## src/rtl/load_data_ext_pkg.sv

```systemverilog
// Shared types and constants for the load data extension path.
// Optional feature macro: LOAD_DATA_EXT_ADEL_EN (address-error detection).
package load_data_ext_pkg;

  localparam int DATA_W = 32;

  localparam logic [2:0] LD_NONE = 3'b000;
  localparam logic [2:0] LD_LB   = 3'b001;
  localparam logic [2:0] LD_LBU  = 3'b010;
  localparam logic [2:0] LD_LH   = 3'b011;
  localparam logic [2:0] LD_LHU  = 3'b100;
  localparam logic [2:0] LD_LW   = 3'b101;

  typedef enum logic [1:0] {
    ST_IDLE = 2'd0,
    ST_WAIT = 2'd1,
    ST_RESP = 2'd2
  } state_t;

  function automatic logic isLegalOp(input logic [2:0] op);
    return (op >= LD_LB) && (op <= LD_LW);
  endfunction

  // Halfwords need an even address, words a word-aligned one.
  function automatic logic isMisaligned(input logic [2:0] op, input logic [1:0] addrLo);
    return (((op == LD_LH) || (op == LD_LHU)) && addrLo[0]) ||
           ((op == LD_LW) && (addrLo != 2'b00));
  endfunction

endpackage

```

## src/rtl/load_data_ext_if.sv

```systemverilog
// Request, memory-return and response signals of the load data extension block.
interface load_data_ext_if
  import load_data_ext_pkg::*;
#(
  parameter int TAG_W = 5
);

  logic              req_valid;
  logic              req_ready;
  logic [2:0]        ld_op;
  logic [DATA_W-1:0] addr;
  logic [TAG_W-1:0]  req_tag;
  logic [DATA_W-1:0] mem_rdata;
  logic              mem_rvalid;
  logic              resp_valid;
  logic [DATA_W-1:0] resp_data;
  logic [TAG_W-1:0]  resp_tag;
  logic              misalign;
  logic              busy;

  modport master (
    output req_valid, ld_op, addr, req_tag, mem_rdata, mem_rvalid,
    input  req_ready, resp_valid, resp_data, resp_tag, misalign, busy
  );

  modport slave (
    input  req_valid, ld_op, addr, req_tag, mem_rdata, mem_rvalid,
    output req_ready, resp_valid, resp_data, resp_tag, misalign, busy
  );

endinterface

```

## src/rtl/load_data_ext_align.sv

```systemverilog
// Combinational byte/halfword/word extraction with sign or zero extension.
module load_data_ext_align
  import load_data_ext_pkg::*;
(
  input  logic [2:0]        i_op,
  input  logic [1:0]        i_addrLo,
  input  logic [DATA_W-1:0] i_word,
  output logic [DATA_W-1:0] o_data
);

  logic [7:0]  w_byte;
  logic [15:0] w_half;

  always_comb begin
    w_byte = i_word[7:0];
    case (i_addrLo)
      2'b01:   w_byte = i_word[15:8];
      2'b10:   w_byte = i_word[23:16];
      2'b11:   w_byte = i_word[31:24];
      default: w_byte = i_word[7:0];
    endcase

    w_half = i_addrLo[1] ? i_word[31:16] : i_word[15:0];

    o_data = '0;
    case (i_op)
      LD_LB:   o_data = {{24{w_byte[7]}}, w_byte};
      LD_LBU:  o_data = {24'd0, w_byte};
      LD_LH:   o_data = {{16{w_half[15]}}, w_half};
      LD_LHU:  o_data = {16'd0, w_half};
      LD_LW:   o_data = i_word;
      default: o_data = '0;
    endcase
  end

endmodule

```

## src/rtl/load_data_ext.sv

```systemverilog
// M-stage load path: accepts one load, waits for memory, returns a registered tagged result.
// Optional feature macro: LOAD_DATA_EXT_ADEL_EN (misaligned lh/lhu/lw answer immediately with misalign=1).
module load_data_ext
  import load_data_ext_pkg::*;
#(
  parameter int TAG_W = 5
)(
  input  logic          clk,
  input  logic          reset,
  load_data_ext_if.slave bus
);

  state_t            r_state;
  state_t            w_nextState;
  logic [2:0]        r_op;
  logic [1:0]        r_addrLo;
  logic [TAG_W-1:0]  r_tag;
  logic [TAG_W-1:0]  r_respTag;
  logic [DATA_W-1:0] r_respData;
  logic              r_misalign;
  logic [DATA_W-1:0] w_alignData;
  logic              w_accept;
  logic              w_adel;
  logic              w_unusedAddr;

  // Only the byte offset matters; the upper address bits were used by memory.
  assign w_unusedAddr = ^bus.addr[DATA_W-1:2];

  assign w_accept = bus.req_valid && (r_state == ST_IDLE) && isLegalOp(bus.ld_op);

`ifdef LOAD_DATA_EXT_ADEL_EN
  assign w_adel = isMisaligned(bus.ld_op, bus.addr[1:0]);
`else
  assign w_adel = 1'b0;
`endif

  load_data_ext_align u_align (
    .i_op     (r_op),
    .i_addrLo (r_addrLo),
    .i_word   (bus.mem_rdata),
    .o_data   (w_alignData)
  );

  always_ff @(posedge clk) begin
    if (reset) begin
      r_state <= ST_IDLE;
    end else begin
      r_state <= w_nextState;
    end
  end

  always_comb begin
    w_nextState    = r_state;
    bus.req_ready  = 1'b0;
    bus.busy       = 1'b0;
    bus.resp_valid = 1'b0;
    case (r_state)
      ST_IDLE: begin
        bus.req_ready = 1'b1;
        if (w_accept) begin
          w_nextState = w_adel ? ST_RESP : ST_WAIT;
        end
      end
      ST_WAIT: begin
        bus.busy = 1'b1;
        if (bus.mem_rvalid) begin
          w_nextState = ST_RESP;
        end
      end
      ST_RESP: begin
        bus.busy       = 1'b1;
        bus.resp_valid = 1'b1;
        w_nextState    = ST_IDLE;
      end
      default: w_nextState = ST_IDLE;
    endcase
  end

  // Result registers are only written on completion, so they hold between loads.
  always_ff @(posedge clk) begin
    if (reset) begin
      r_op       <= LD_NONE;
      r_addrLo   <= 2'b00;
      r_tag      <= '0;
      r_respTag  <= '0;
      r_respData <= '0;
      r_misalign <= 1'b0;
    end else begin
      if (w_accept) begin
        r_op     <= bus.ld_op;
        r_addrLo <= bus.addr[1:0];
        r_tag    <= bus.req_tag;
      end
      if (w_accept && w_adel) begin
        r_respData <= '0;
        r_respTag  <= bus.req_tag;
        r_misalign <= 1'b1;
      end else if ((r_state == ST_WAIT) && bus.mem_rvalid) begin
        r_respData <= w_alignData;
        r_respTag  <= r_tag;
        r_misalign <= 1'b0;
      end
    end
  end

  assign bus.resp_data = r_respData;
  assign bus.resp_tag  = r_respTag;
  assign bus.misalign  = r_misalign && (r_state == ST_RESP);

endmodule

```

## src/flat_wrapper.sv

```systemverilog
// flat-port wrapper written by rule: the top's interface ports become plain ports
module load_data_ext_flat import load_data_ext_pkg::*;
#(
  parameter int TAG_W = 5
)
  (clk, reset, bus_req_valid, bus_ld_op, bus_addr, bus_req_tag, bus_mem_rdata, bus_mem_rvalid, bus_req_ready, bus_resp_valid, bus_resp_data, bus_resp_tag, bus_misalign, bus_busy);
  load_data_ext_if #(.TAG_W(TAG_W)) bus_i ();
  input  logic clk;
  input  logic reset;
  input wire logic [$bits(bus_i.req_valid)-1:0] bus_req_valid;
  input wire logic [$bits(bus_i.ld_op)-1:0] bus_ld_op;
  input wire logic [$bits(bus_i.addr)-1:0] bus_addr;
  input wire logic [$bits(bus_i.req_tag)-1:0] bus_req_tag;
  input wire logic [$bits(bus_i.mem_rdata)-1:0] bus_mem_rdata;
  input wire logic [$bits(bus_i.mem_rvalid)-1:0] bus_mem_rvalid;
  output wire logic [$bits(bus_i.req_ready)-1:0] bus_req_ready;
  output wire logic [$bits(bus_i.resp_valid)-1:0] bus_resp_valid;
  output wire logic [$bits(bus_i.resp_data)-1:0] bus_resp_data;
  output wire logic [$bits(bus_i.resp_tag)-1:0] bus_resp_tag;
  output wire logic [$bits(bus_i.misalign)-1:0] bus_misalign;
  output wire logic [$bits(bus_i.busy)-1:0] bus_busy;
  assign bus_i.req_valid = bus_req_valid;
  assign bus_i.ld_op = bus_ld_op;
  assign bus_i.addr = bus_addr;
  assign bus_i.req_tag = bus_req_tag;
  assign bus_i.mem_rdata = bus_mem_rdata;
  assign bus_i.mem_rvalid = bus_mem_rvalid;
  assign bus_req_ready = bus_i.req_ready;
  assign bus_resp_valid = bus_i.resp_valid;
  assign bus_resp_data = bus_i.resp_data;
  assign bus_resp_tag = bus_i.resp_tag;
  assign bus_misalign = bus_i.misalign;
  assign bus_busy = bus_i.busy;
  load_data_ext #(.TAG_W(TAG_W)) u_core (.clk(clk), .reset(reset), .bus(bus_i));
endmodule
```

## config.mk

```make
export PLATFORM = sky130hd
export DESIGN_NAME = load_data_ext_flat
export DESIGN_NICKNAME = d
export VERILOG_FILES = /design/src/rtl/load_data_ext_pkg.sv /design/src/rtl/load_data_ext_if.sv /design/src/rtl/load_data_ext_align.sv /design/src/rtl/load_data_ext.sv /design/src/flat_wrapper.sv
export SDC_FILE = /design/constraint.sdc
export NUM_CORES = 1
export LEC_CHECK = 0
export ABC_CLOCK_PERIOD_IN_PS = 3100
export CAP_MARGIN = 40
export CELL_PAD_IN_SITES_DETAIL_PLACEMENT = 2
export CELL_PAD_IN_SITES_GLOBAL_PLACEMENT = 2
export CORE_MARGIN = 2
export CORE_UTILIZATION = 25
export CTS_CLUSTER_DIAMETER = 120
export CTS_CLUSTER_SIZE = 10
export DETAILED_ROUTE_END_ITERATION = 10
export PLACE_DENSITY_LB_ADDON = 0.3
export SYNTH_ARGS = -nofsm -noshare
export SYNTH_HDL_FRONTEND = slang
export SYNTH_SLANG_ARGS = --single-unit
```

## constraint.sdc

```tcl
create_clock -name clk -period 3.1 [get_ports clk]
set_input_delay 0.465 -clock clk [delete_from_list [all_inputs] [get_ports clk]]
set_output_delay 0.465 -clock clk [all_outputs]
set_load 0.005 [all_outputs]
```

# == Word-level counts from Yosys, hierarchy flattened ==
# Index checks and enable logic that the tools add are counted.
# classes
n_mux,9
n_addsub,0
div_mod_pow,0
shifts,0
n_reduce_logical,7
multipliers,0
eq_ne,12
bitwise_logic,0
order_cmp,2
# op_table
cell,n
$pmux W32 S5,1
$pmux W8 S3,1
$mux W16,1
$eq A2 B2 Y1 const B,3
$eq A3 B2 Y1 const B,2
$eq A3 B3 Y1 const B,2
$eq A2 B1 Y1 const B,2
$logic_and A1 B1 Y1,4
$mux W2,2
$pmux W2 S2,1
$eq A3 B1 Y1 const B,1
$ge A3 B1 Y1 const B,1
$le A3 B3 Y1 const B,1
$mux W1,3
$logic_not A2 Y1,1
$ne A2 B1 Y1 const B,1
$ne A2 B2 Y1 const B,1
$reduce_and A2 Y1,1
$reduce_or A2 Y1,1
# totals
mem_bits_ro,0
latchBits,0
mem_count,0
ram_bits,0
out_inout_bits,41
register_bits,49

# == Longest topological paths before layout ==
# logic_depth
ltp_word,5
ltp_mapped,9
mapped_depth_nobuf,6

# == By module ==
# Synthesis repeated with hierarchy kept, for this count alone.
# unflattened
hier_cells,395
hier_area_um2,2966.6
# modules_own_cells
module,instances,cells_per_inst,seq_area_each_um2,area_per_inst_um2
load_data_ext,1,226,980.9,1821.7
load_data_ext_align,1,169,0.0,1144.8

# == Least setup slack after synthesis ==
# OpenSTA, ideal clock, no wires.
# synth_path
kind,register to register
start,register u_core.r_state[1]
end,register u_core.r_respData[16] (netlist: u_core.bus.resp_data[16])
path_stages_with_launch,9
required_ns,2.983
setup_slack_ns,1.473
arrival_time_ns,1.510
setup_ns,0.117
cell_sequence,dfxtp_1 inv_1 ha_1 and2_1 buf_2 o311a_1 buf_2 clkbuf_1 a22o_1
# synth_via
elab_chain_cells,2
# synth_rtl
item,line,text
start: declaration,load_data_ext.sv:13,state_t r_state;
start signal: assignment,load_data_ext.sv:48,r_state <= w_nextState;
$eq A2 B1 Y1,load_data_ext.sv:98,end else if ((r_state == ST_WAIT) && bus.mem_rvalid) begin
$logic_and A1 B1 Y1,load_data_ext.sv:98,
end signal: assignment,load_data_ext.sv:99,r_respData <= w_alignData;
end: declaration,load_data_ext.sv:19,logic [DATA_W-1:0] r_respData;
# No other way between the ends.
# A chain may end at the register's enable or synchronous reset.

# == Worst setup path in the final report ==
# layout_path
start,register u_core.r_state[0]
end,output bus_busy
# layout_via
elab_chain_cells,3
elab_cells_between_ends,4
# layout_rtl
item,line,text
$eq A2 B2 Y1 or $eq A2 B1 Y1 (tied branches),-,
$reduce_or A2 Y1 (no source line) (*),-,
$mux W1 (*),load_data_ext.sv:57,case (r_state)
end: declaration,flat_wrapper.sv:21,output wire logic [$bits(bus_i.busy)-1:0] bus_busy;
# Every way passes the cells marked *; elsewhere a longest branch is shown, timed or not.

==> run_results.csv <==
group,metric,value,unit
final_layout,post-route-util,35.4,%
critical_path,path_cells,"inv_1, ha_1, clkdlybuf4s50_1",
final_layout,post_route_cells_drive_above_1_share,7.18,%
yosys,postSynthCellCount,332,
yosys,ys_warn_count,0,
grt,grt_pass1_vias,3076,
cts,tritoncts,"done",
final_layout,design_area,0.00382,sq mm
hold_path,hp-class,"register to register",
route,vias,2812,
route,wl_per_cell,18.7,um
critical_path,startpoint_type,"register",
critical_path,critical_path_required,2.63,ns
cts,path_clk_slew,0.10,ns
critical_path,cp.arrival,1.57,ns
cts,cts_hold_buf,0,
critical_path,path_max_fanout,4,
grt,grt_overflow,0,
yosys,synth_compound_area_share,26.1,%
yosys,syn_nets,412,
grt,grt_use_total,17.6,%
route,drtPass1Iterations,4,
floorplan,core_area,0.0108,sq mm
final_layout,final_cell_mix,"clkdlybuf4s50_1, nand2_1, dfxtp_1",
cts,cts_setup_buffers,0,
grt,grt_pass1_wl,16300,um
critical_path,crit_family,"buffers and inverters",
sta,fin_skew,0.00307,ns
route,drc,0,
cts,cts_buffer_depth,2,
grt,antenna_found_initial,0,
sta,max_freq,492,MHz
pwr,power_density,385,mW/mm^2
cts,insertion_delay,0.30,ns
place,dpl_cell_area,0.00371,sq mm
yosys,synth_xor_area_share,0.317,%
route,drt_wl_total,10200,um
floorplan,dieArea,0.0119,sq mm
floorplan,start_util,25.6,%
yosys,synthMuxAreaShare,8.73,%
final_layout,areaGrowthSynthToFinish,38.1,%
grt,grt_max_degree,28,
cts,cts_root_buffer,"clkbuf_8",
cts,cts.sinks,49,
critical_path,crit_type,"register to primary output",
place,io_buffer_count,85,
floorplan,die_h,109,um
place,place.gp.congestion,0.784,
critical_path,rrSetupSlack,1.09,ns
sta,setup_viol,0,
critical_path,path_buf_inv,2,
yosys,async_flop_share,0,%
sta,fin_crit_sh,65.6,%
yosys,synth_top_family_by_area,"compound AO/OA/AOI/OAI gates",
yosys,synthesis.area,0.00277,sq mm
critical_path,worst_path_largest_cell_delay,0.49,ns
sta,setup_tns,0,ns
pwr,p_leak,1.34,nW
sta,rsz0062_at_grt,"no",
yosys,ys_ff_latch,49,
place,dpl.hpwl,7550,um
cts,cts_buffers,5,
yosys,ys_seq_area_share,35.5,%
route,vias_per_cell,5.17,
final_layout,final_common_cell,"clkdlybuf4s50_1",
yosys,synthFlopType,"dfxtp_1",
yosys,synthAdderAreaFrac,2.17,%
cts,htreeDepth,2,
cts,ctsResizeCount,0,
sta,finalCriticalPeriod,2.03,ns
yosys,yosys.area_share.simple,20.0,%
sta,drv_slew,0,
route,initialDrtViolationCount,106,
floorplan,num_rows,38,
route,ant_nets,0,
yosys,avgSynthCellArea,8.33,sq um
job,drv_cap,0,
yosys,synth.distinct_cells,53,
sta,worst_pin_slew,0.623,ns
status,status,"completed",
sta,finalHoldViolCount,0,
pwr,peakVddDrop,0.170,mV
floorplan,ios,117,
critical_path,crit_path_top_delay_cell,"clkdlybuf4s50_1",
floorplan,die_x,109,um
critical_path,cp-end-kind,"primary output",
final_layout,fin_nets,484,
yosys,synth_edf_count,0,
sta,maxSlewHeadroom,58.5,%
final_layout,antenna_cells,0,
[power breakdown]
| part | internal [mW] | switching (mW) |
|---|---|---|
| Sequential | 0.645 | 0.0242 |
| Combinational | 0.157 | 0.179 |
| Clock | 0.235 | 0.229 |
[final cells by class]
| cell class | count | area [sq um] |
|---|---|---|
| inverters | 11 | 41.3 |
| flip-flops and latches | 49 | 981 |
| multi-input cells | 244 | 1590 |
| fillers | 1236 | 6980 |
| clock buffers | 5 | 68.8 |
| repair buffers | 93 | 923 |
| clock inverters | 2 | 35.0 |
| well taps | 140 | 175 |
[state kept, by name (all words and copies together) (netlist names)]
| name | cells |
|---|---|
| u_core.bus.resp_data | 32 |
| u_core.r_state | 2 |
| u_core.r_op | 3 |
| u_core.bus.resp_tag | 5 |
| u_core.r_tag | 5 |
| u_core.r_addrLo | 2 |
[worst min-delay path, cell delays in order (launching register included)]
cell and delay [ns]:
dfxtp_1 0.32, nand2_1 0.05, a21oi_1 0.05
[stage by stage]
| stage | hold WS (ns) | power, mW | std cells | setup slack [ns] |
|---|---|---|---|---|
| floorplan | 0.432 | 0.869 | 332 | 1.47 |
| global placement | 0.444 | 1.01 | 537 | 0.823 |
| detailed placement | 0.449 | 1.02 | 537 | 0.776 |
| CTS | 0.463 | 1.49 | 544 | 1.04 |
| global route | 0.485 | 1.56 | 544 | 0.959 |
| finish | 0.460 | 1.47 | 544 | 1.07 |
[cells in the mapped netlist, drive strengths merged, types with 7 or more instances]
| cell | n | area (sq um) |
|---|---|---|
| dfxtp | 49 | 981 |
| clkbuf | 11 | 41.3 |
| a22oi | 9 | 67.6 |
| inv | 11 | 41.3 |
| nand2 | 67 | 251 |
| nand2b | 7 | 43.8 |
| a21oi | 24 | 120 |
| nor2 | 8 | 30.0 |
| o21ai | 32 | 160 |
| and3 | 8 | 55.1 |
| a22o | 16 | 140 |
| buf | 17 | 111 |
[kinds of logic (layout without fill, tap and decap cells)]
group / after synthesis / after routing
AOI/OAI and AO/OA: 108 / 108
xor gates and xnor gates: 1 / 1
adders and majority gates: 5 / 5
buffers and inverters: 39 / 111
DFF: 49 / 49
muxes: 15 / 15
other: 1 / 1
and+or+nand+nor: 114 / 114
[final timing paths]
kind	startpoint	endpoint	depth (start not counted)
setup / recovery	u_core.r_state[0]	bus_busy	3
hold reg to reg	u_core.r_tag[2]	u_core.bus.resp_tag[2]	2
setup reg to reg	u_core.r_addrLo[1]	u_core.bus.resp_data[4]	5
hold / removal	u_core.r_tag[2]	u_core.bus.resp_tag[2]	2
[layer usage]
metal	share of wire [%]	global-route usage, %	vias to the layer above
met5	0	0	-
met4	0.92	4.43	0
met3	5.3	3.53	6
met2	50	31.2	61
met1	44	21.7	1411
li1	-	-	1334
Power figures use the tool's default switching activity.
==> RTL edit 1: new RTL, config.mk and constraints unchanged <==
The 3 states of `state_t` get a one-hot encoding in 3 bits.
--- a/src/rtl/load_data_ext_pkg.sv
+++ b/src/rtl/load_data_ext_pkg.sv
@@ -11,10 +11,10 @@
   localparam logic [2:0] LD_LHU  = 3'b100;
   localparam logic [2:0] LD_LW   = 3'b101;
 
-  typedef enum logic [1:0] {
-    ST_IDLE = 2'd0,
-    ST_WAIT = 2'd1,
-    ST_RESP = 2'd2
+  typedef enum logic [2:0] {
+    ST_IDLE = 3'b001,
+    ST_WAIT = 3'b010,
+    ST_RESP = 3'b100
   } state_t;
 
   function automatic logic isLegalOp(input logic [2:0] op);
Check against the original RTL: same outputs for any inputs over 10 cycles, from zero or initial values and one cycle with reset high; not proved beyond that.
==> RTL edit 1 against the original RTL <==
Sequential cell count rose by 1; worst setup slack got worse by 0.33 ns; cell area shrank 3.5%; sequential share of layout area is 1.5 points higher; sequential power up 0.9%; maximum frequency down 14%; routed wire length fell by 12%; synthesized area shrank 6.2%; total power up 0.88%; global-route usage decreased by 1.1 points; via count shrank 7.5%; critical path depth grew 2; combinational power down 28%; highest routed layer unchanged.
==> RTL edit 1: results (changes against the original RTL) <==
\begin{tabular}{lr}
\hline
Metric & Value \\
\hline
\multicolumn{2}{l}{\textbf{Outcome}} \\
Run status & completed (unchanged) \\
\multicolumn{2}{l}{\textbf{Critical path}} \\
Critical Path AT & 2.58 ns (was 1.57 ns) \\
Start of the worst register-to-register path & u\_core.r\_op[0] (was u\_core.r\_addrLo[1]) \\
Worst R2R End & u\_core.bus.resp\_data[6] (was u\_core.bus.resp\_data[4]) \\
CP Class & reg -> reg (was reg -> out) \\
\multicolumn{2}{l}{\textbf{Power}} \\
Worst IR Drop VDD & 255 uV (was 170 uV) \\
Leakage power & 1.26 nW (was 1.34 nW) \\
\multicolumn{2}{l}{\textbf{Global route}} \\
Total track usage & 16.5\% (was 17.6\%) \\
Via count of the first global-routing pass & 2793 (was 3076) \\
Met1 Usage GRT & 20.4\% (was 21.7\%) \\
Pin count of the biggest net entering global routing & 34 (was 28) \\
First-pass GRT wire length & 14500 um (was 16300 um) \\
Global routing usage on met2 & 28.4\% (was 31.2\%) \\
\multicolumn{2}{l}{\textbf{Routing}} \\
Via-per-instance ratio & 4.93 (was 5.17) \\
Violation count after the first detailed-routing iteration & 74 (was 106) \\
Vias post-DR & 2600 (was 2812) \\
Detail-routed net length per standard cell & 17.0 um (was 18.7 um) \\
\multicolumn{2}{l}{\textbf{Worst hold path}} \\
Endpoint of the worst hold-timing path & u\_core.bus.resp\_data[29] (was u\_core.bus.resp\_tag[2]) \\
Startpoint of the tightest hold check path & u\_core.bus.resp\_data[29] (was u\_core.r\_tag[2]) \\
\multicolumn{2}{l}{\textbf{Synthesis}} \\
Syn\_nets & 394 (was 412) \\
Post-Synthesis Cells & 318 (was 332) \\
Portion of the post-synthesis area used by sequential elements & 38.6\% (was 35.5\%) \\
Count of cell types in the netlist & 45 (was 53) \\
\multicolumn{2}{l}{\textbf{Placed design}} \\
DP Cell Count & 519 (was 537) \\
Post-detailed-placement half-perimeter wirelength & 6710 um (was 7550 um) \\
\multicolumn{2}{l}{\textbf{Layout}} \\
Share of final-layout standard cells stronger than drive strength 1 & 7.16\% (was 7.18\%) \\
\multicolumn{2}{l}{\textbf{Timing}} \\
Hold Slack & 0.450 ns (was 0.460 ns) \\
\multicolumn{2}{l}{\textbf{CTS}} \\
Later-pin clock latency in the skew report & 0.32 ns (was 0.30 ns) \\
\hline
\end{tabular}
==> RTL edit 1: changes by cell type in the layout (fill, tap and decap cells not counted), moves of 10 or more <==
cell                       before  now
sky130_fd_sc_hd__nor2_1         7   21
sky130_fd_sc_hd__a221oi_1       0   12
sky130_fd_sc_hd__o21ai_0       10   20
sky130_fd_sc_hd__a22o_1        16    0
sky130_fd_sc_hd__mux2i_1        4   23
sky130_fd_sc_hd__nand2_1       67   40
==> RTL edit 1: stage by stage <==
stage | power, mW | utilization [%] | area (sq um)
CTS | 1.51 | 36.2 | 3680
detailed placement | 0.936 | 34.8 | 3540
global placement | 0.927 | 34.8 | 3540
global route | 1.55 | 36.2 | 3680
floorplan | 0.820 | - | 2590
finish | 1.48 | 36.2 | 3680
==> RTL edit 1: critical path, cell delays in order (launching register included) <==
cell,delay (ns)
sky130_fd_sc_hd__dfxtp_1,0.54
sky130_fd_sc_hd__o21bai_1,0.58
sky130_fd_sc_hd__nand2_1,0.14
sky130_fd_sc_hd__nand2_2,0.50
sky130_fd_sc_hd__inv_1,0.14
sky130_fd_sc_hd__a311o_1,0.34
==> RTL edit 1: worst max path at each step <==
stage	startpoint	to	slack [ns]	cells after the start
after floorplan	bus_mem_rvalid	u_core.bus.resp_data[0]	1.55	5
after global placement	bus_mem_rvalid	u_core.bus.resp_data[3]	0.59	7
after detailed placement	bus_mem_rvalid	u_core.bus.resp_data[4]	0.56	7
after CTS	u_core.r_op[1]	u_core.bus.resp_data[6]	0.68	5
after global routing	u_core.r_op[0]	u_core.bus.resp_data[6]	0.53	5
final	u_core.r_op[0]	u_core.bus.resp_data[6]	0.73	5
==> RTL edit 1: logic make-up (layout without fill, tap and decap cells) <==
logic type      after synthesis  in the layout  synth area share [%]
buf+inv                      36            109                  6.56
other cells                   1              1                 0.145
flops                        50             50                  38.6
xor+xnor                      2              2                 0.675
compound gates              109            109                  25.8
simple gates                 95             95                  18.2
mux                          25             25                  9.98
==> RTL edit 1: power by group through the flow <==
stage	Combinational, mW	Clock (mW)	Sequential, mW
final	0.243	0.565	0.675
after global routing	0.268	0.605	0.678
after CTS	0.247	0.585	0.675
after detailed placement	0.246	0	0.690
after global placement	0.239	0	0.689
after floorplan	0.147	0	0.673
==> RTL edit 1: final cells by class <==
cell class	instances	area share, %
Timing Repair Buffer	93	24.7
Inverter	8	0.815
Clock inverter	3	1.87
Tap cell	136	4.62
Sequential cell	50	27.2
Clock buffer	5	1.87
Multi-Input combinational cell	232	38.9
==> RTL edit 1: routing by layer <==
metal	vias up	part of all wire, %
li1	1272	-
met5	-	0
met4	0	2.0
met1	1259	46
met2	58	48
met3	11	3.9
==> RTL edit 2: new RTL, config.mk and constraints unchanged <==
Without the edit above. `TAG_W` is set to 5 in 3 places; all go to 6.
--- a/src/rtl/load_data_ext_if.sv
+++ b/src/rtl/load_data_ext_if.sv
@@ -2,7 +2,7 @@
 interface load_data_ext_if
   import load_data_ext_pkg::*;
 #(
-  parameter int TAG_W = 5
+  parameter int TAG_W = 6
 );
 
   logic              req_valid;
--- a/src/rtl/load_data_ext.sv
+++ b/src/rtl/load_data_ext.sv
@@ -3,7 +3,7 @@
 module load_data_ext
   import load_data_ext_pkg::*;
 #(
-  parameter int TAG_W = 5
+  parameter int TAG_W = 6
 )(
   input  logic          clk,
   input  logic          reset,
--- a/src/flat_wrapper.sv
+++ b/src/flat_wrapper.sv
@@ -1,7 +1,7 @@
 // flat-port wrapper written by rule: the top's interface ports become plain ports
 module load_data_ext_flat import load_data_ext_pkg::*;
 #(
-  parameter int TAG_W = 5
+  parameter int TAG_W = 6
 )
   (clk, reset, bus_req_valid, bus_ld_op, bus_addr, bus_req_tag, bus_mem_rdata, bus_mem_rvalid, bus_req_ready, bus_resp_valid, bus_resp_data, bus_resp_tag, bus_misalign, bus_busy);
   load_data_ext_if #(.TAG_W(TAG_W)) bus_i ();
Interface: changed (resized bus_req_tag and bus_resp_tag); port bits go from 117 to 119. The function was not compared with the original's and may differ.
==> RTL edit 2 against the original RTL <==
Synthesized area is 0.54% higher; total power is 0.99% lower; register-to-register slack worse by 0.23 ns; maximum frequency is 9.3% lower; worst setup slack worse by 0.21 ns; sequential cell count is 2 higher; worst hold slack better by 0.0010 ns; cell area is 1.1% higher; routed wire length is 0.80% higher; largest cell class unchanged.
==> RTL edit 2: results (changes against the original RTL) <==
\begin{tabular}{lr}
\hline
Metric & Value \\
\hline
\multicolumn{2}{l}{\textbf{Outcome}} \\
Run status & completed (unchanged) \\
\multicolumn{2}{l}{\textbf{Placed design}} \\
Post-Place Worst Slack & 0.723 ns (was 0.776 ns) \\
Post-detailed-placement half-perimeter wirelength & 7600 um (was 7550 um) \\
Count of port buffers added during placement & 87 (was 85) \\
Routability Congestion & 0.746 (was 0.784) \\
\multicolumn{2}{l}{\textbf{Power}} \\
Worst IR Drop VDD & 158 uV (was 170 uV) \\
\multicolumn{2}{l}{\textbf{Worst hold path}} \\
Endpoint of the worst hold-timing path & u\_core.bus.resp\_tag[5] (was u\_core.bus.resp\_tag[2]) \\
Startpoint of the tightest hold check path & u\_core.r\_tag[5] (was u\_core.r\_tag[2]) \\
\multicolumn{2}{l}{\textbf{Critical path}} \\
Critical Path AT & 2.44 ns (was 1.57 ns) \\
Setup slack on the worst flop-to-flop path & 0.86 ns (was 1.09 ns) \\
Highest fanout seen on the critical path & 17 (was 4) \\
Worst R2R End & u\_core.bus.resp\_data[9] (was u\_core.bus.resp\_data[4]) \\
\multicolumn{2}{l}{\textbf{Global route}} \\
Pin count of the biggest net entering global routing & 33 (was 28) \\
Met3 layer usage reported by global route & 2.31\% (was 3.53\%) \\
Via count of the first global-routing pass & 3070 (was 3076) \\
Global routing usage on met2 & 31.9\% (was 31.2\%) \\
\multicolumn{2}{l}{\textbf{Synthesis}} \\
Portion of the post-synthesis area used by sequential elements & 36.7\% (was 35.5\%) \\
XOR/XNOR Fraction of Synth Area & 0.315\% (was 0.317\%) \\
Count of cell types in the netlist & 49 (was 53) \\
Post-synthesis mux area share & 8.51\% (was 8.73\%) \\
Leading cell types by count after synthesis & 72 x sky130\_fd\_sc\_hd\_\_nand2\_1, 51 x sky130\_fd\_sc\_hd\_\_dfxtp\_1, 31 x sky130\_fd\_sc\_hd\_\_o21ai\_0 (was 67 x sky130\_fd\_sc\_hd\_\_nand2\_1, 49 x sky130\_fd\_sc\_hd\_\_dfxtp\_1, 24 x sky130\_fd\_sc\_hd\_\_a21oi\_1) \\
Adder-cell area share of the yosys netlist & 2.16\% (was 2.17\%) \\
\multicolumn{2}{l}{\textbf{Timing}} \\
Hold Slack & 0.461 ns (was 0.460 ns) \\
Slew HR & 59.2\% (was 58.5\%) \\
Post-Route Skew & 0.00950 ns (was 0.00307 ns) \\
\multicolumn{2}{l}{\textbf{Layout}} \\
Share of final-layout standard cells stronger than drive strength 1 & 6.51\% (was 7.18\%) \\
\multicolumn{2}{l}{\textbf{Routing}} \\
Vias post-DR & 2857 (was 2812) \\
\hline
\end{tabular}
RTL edit 2: worst max-delay path, stage by stage (launching register included):
cell and delay, ns:
sky130_fd_sc_hd__dfxtp_1 0.69, sky130_fd_sc_hd__and3b_1 0.45, sky130_fd_sc_hd__or3_1 0.55, sky130_fd_sc_hd__a221oi_1 0.33, sky130_fd_sc_hd__o21ai_0 0.11
RTL edit 2: worst max path at each step:
stage                 startpoint                       end  slack [ns]  cells past startpoint
6_report          u_core.r_op[1]   u_core.bus.resp_data[9]        0.86                      4
5_1_grt           u_core.r_op[1]   u_core.bus.resp_data[9]        0.70                      4
4_1_cts           u_core.r_op[1]   u_core.bus.resp_data[9]        0.86                      4
3_5_place_dp      bus_mem_rvalid   u_core.bus.resp_data[4]        0.72                      6
3_3_place_gp      bus_mem_rvalid   u_core.bus.resp_data[4]        0.78                      6
2_1_floorplan  u_core.r_state[1]  u_core.bus.resp_data[12]        1.32                      9
RTL edit 2: power by group:
group,total (mW),internal [mW],switching [mW],leakage (nW)
registers,0.696,0.672,0.0246,0.412
logic,0.329,0.153,0.176,0.879
clock network,0.430,0.183,0.247,0.0474
RTL edit 2: cell type report:
type,count,area [sq um],share of cell area [%]
tap,140,175,4.54
timing repair buffer,95,931,24.1
sequential,51,1020,26.5
inverter,10,37.5,0.972
clock inverter,2,16.3,0.421
clock buffer,6,82.6,2.14
multi-input combinational,251,1600,41.4
RTL edit 2: stage by stage:
stage / std cells / utilization (%)
final: 555 / 35.6
after global routing: 555 / 35.6
after CTS: 555 / 35.6
after detailed placement: 547 / 34.7
after global placement: 546 / 34.6
after floorplan: 341 / -
RTL edit 2: layer usage:
layer | wire (um) | part of all wire, %
met5 | 0 | 0
met4 | 83 | 0.81
met2 | 5080 | 50
met3 | 355 | 3.5
met1 | 4720 | 46
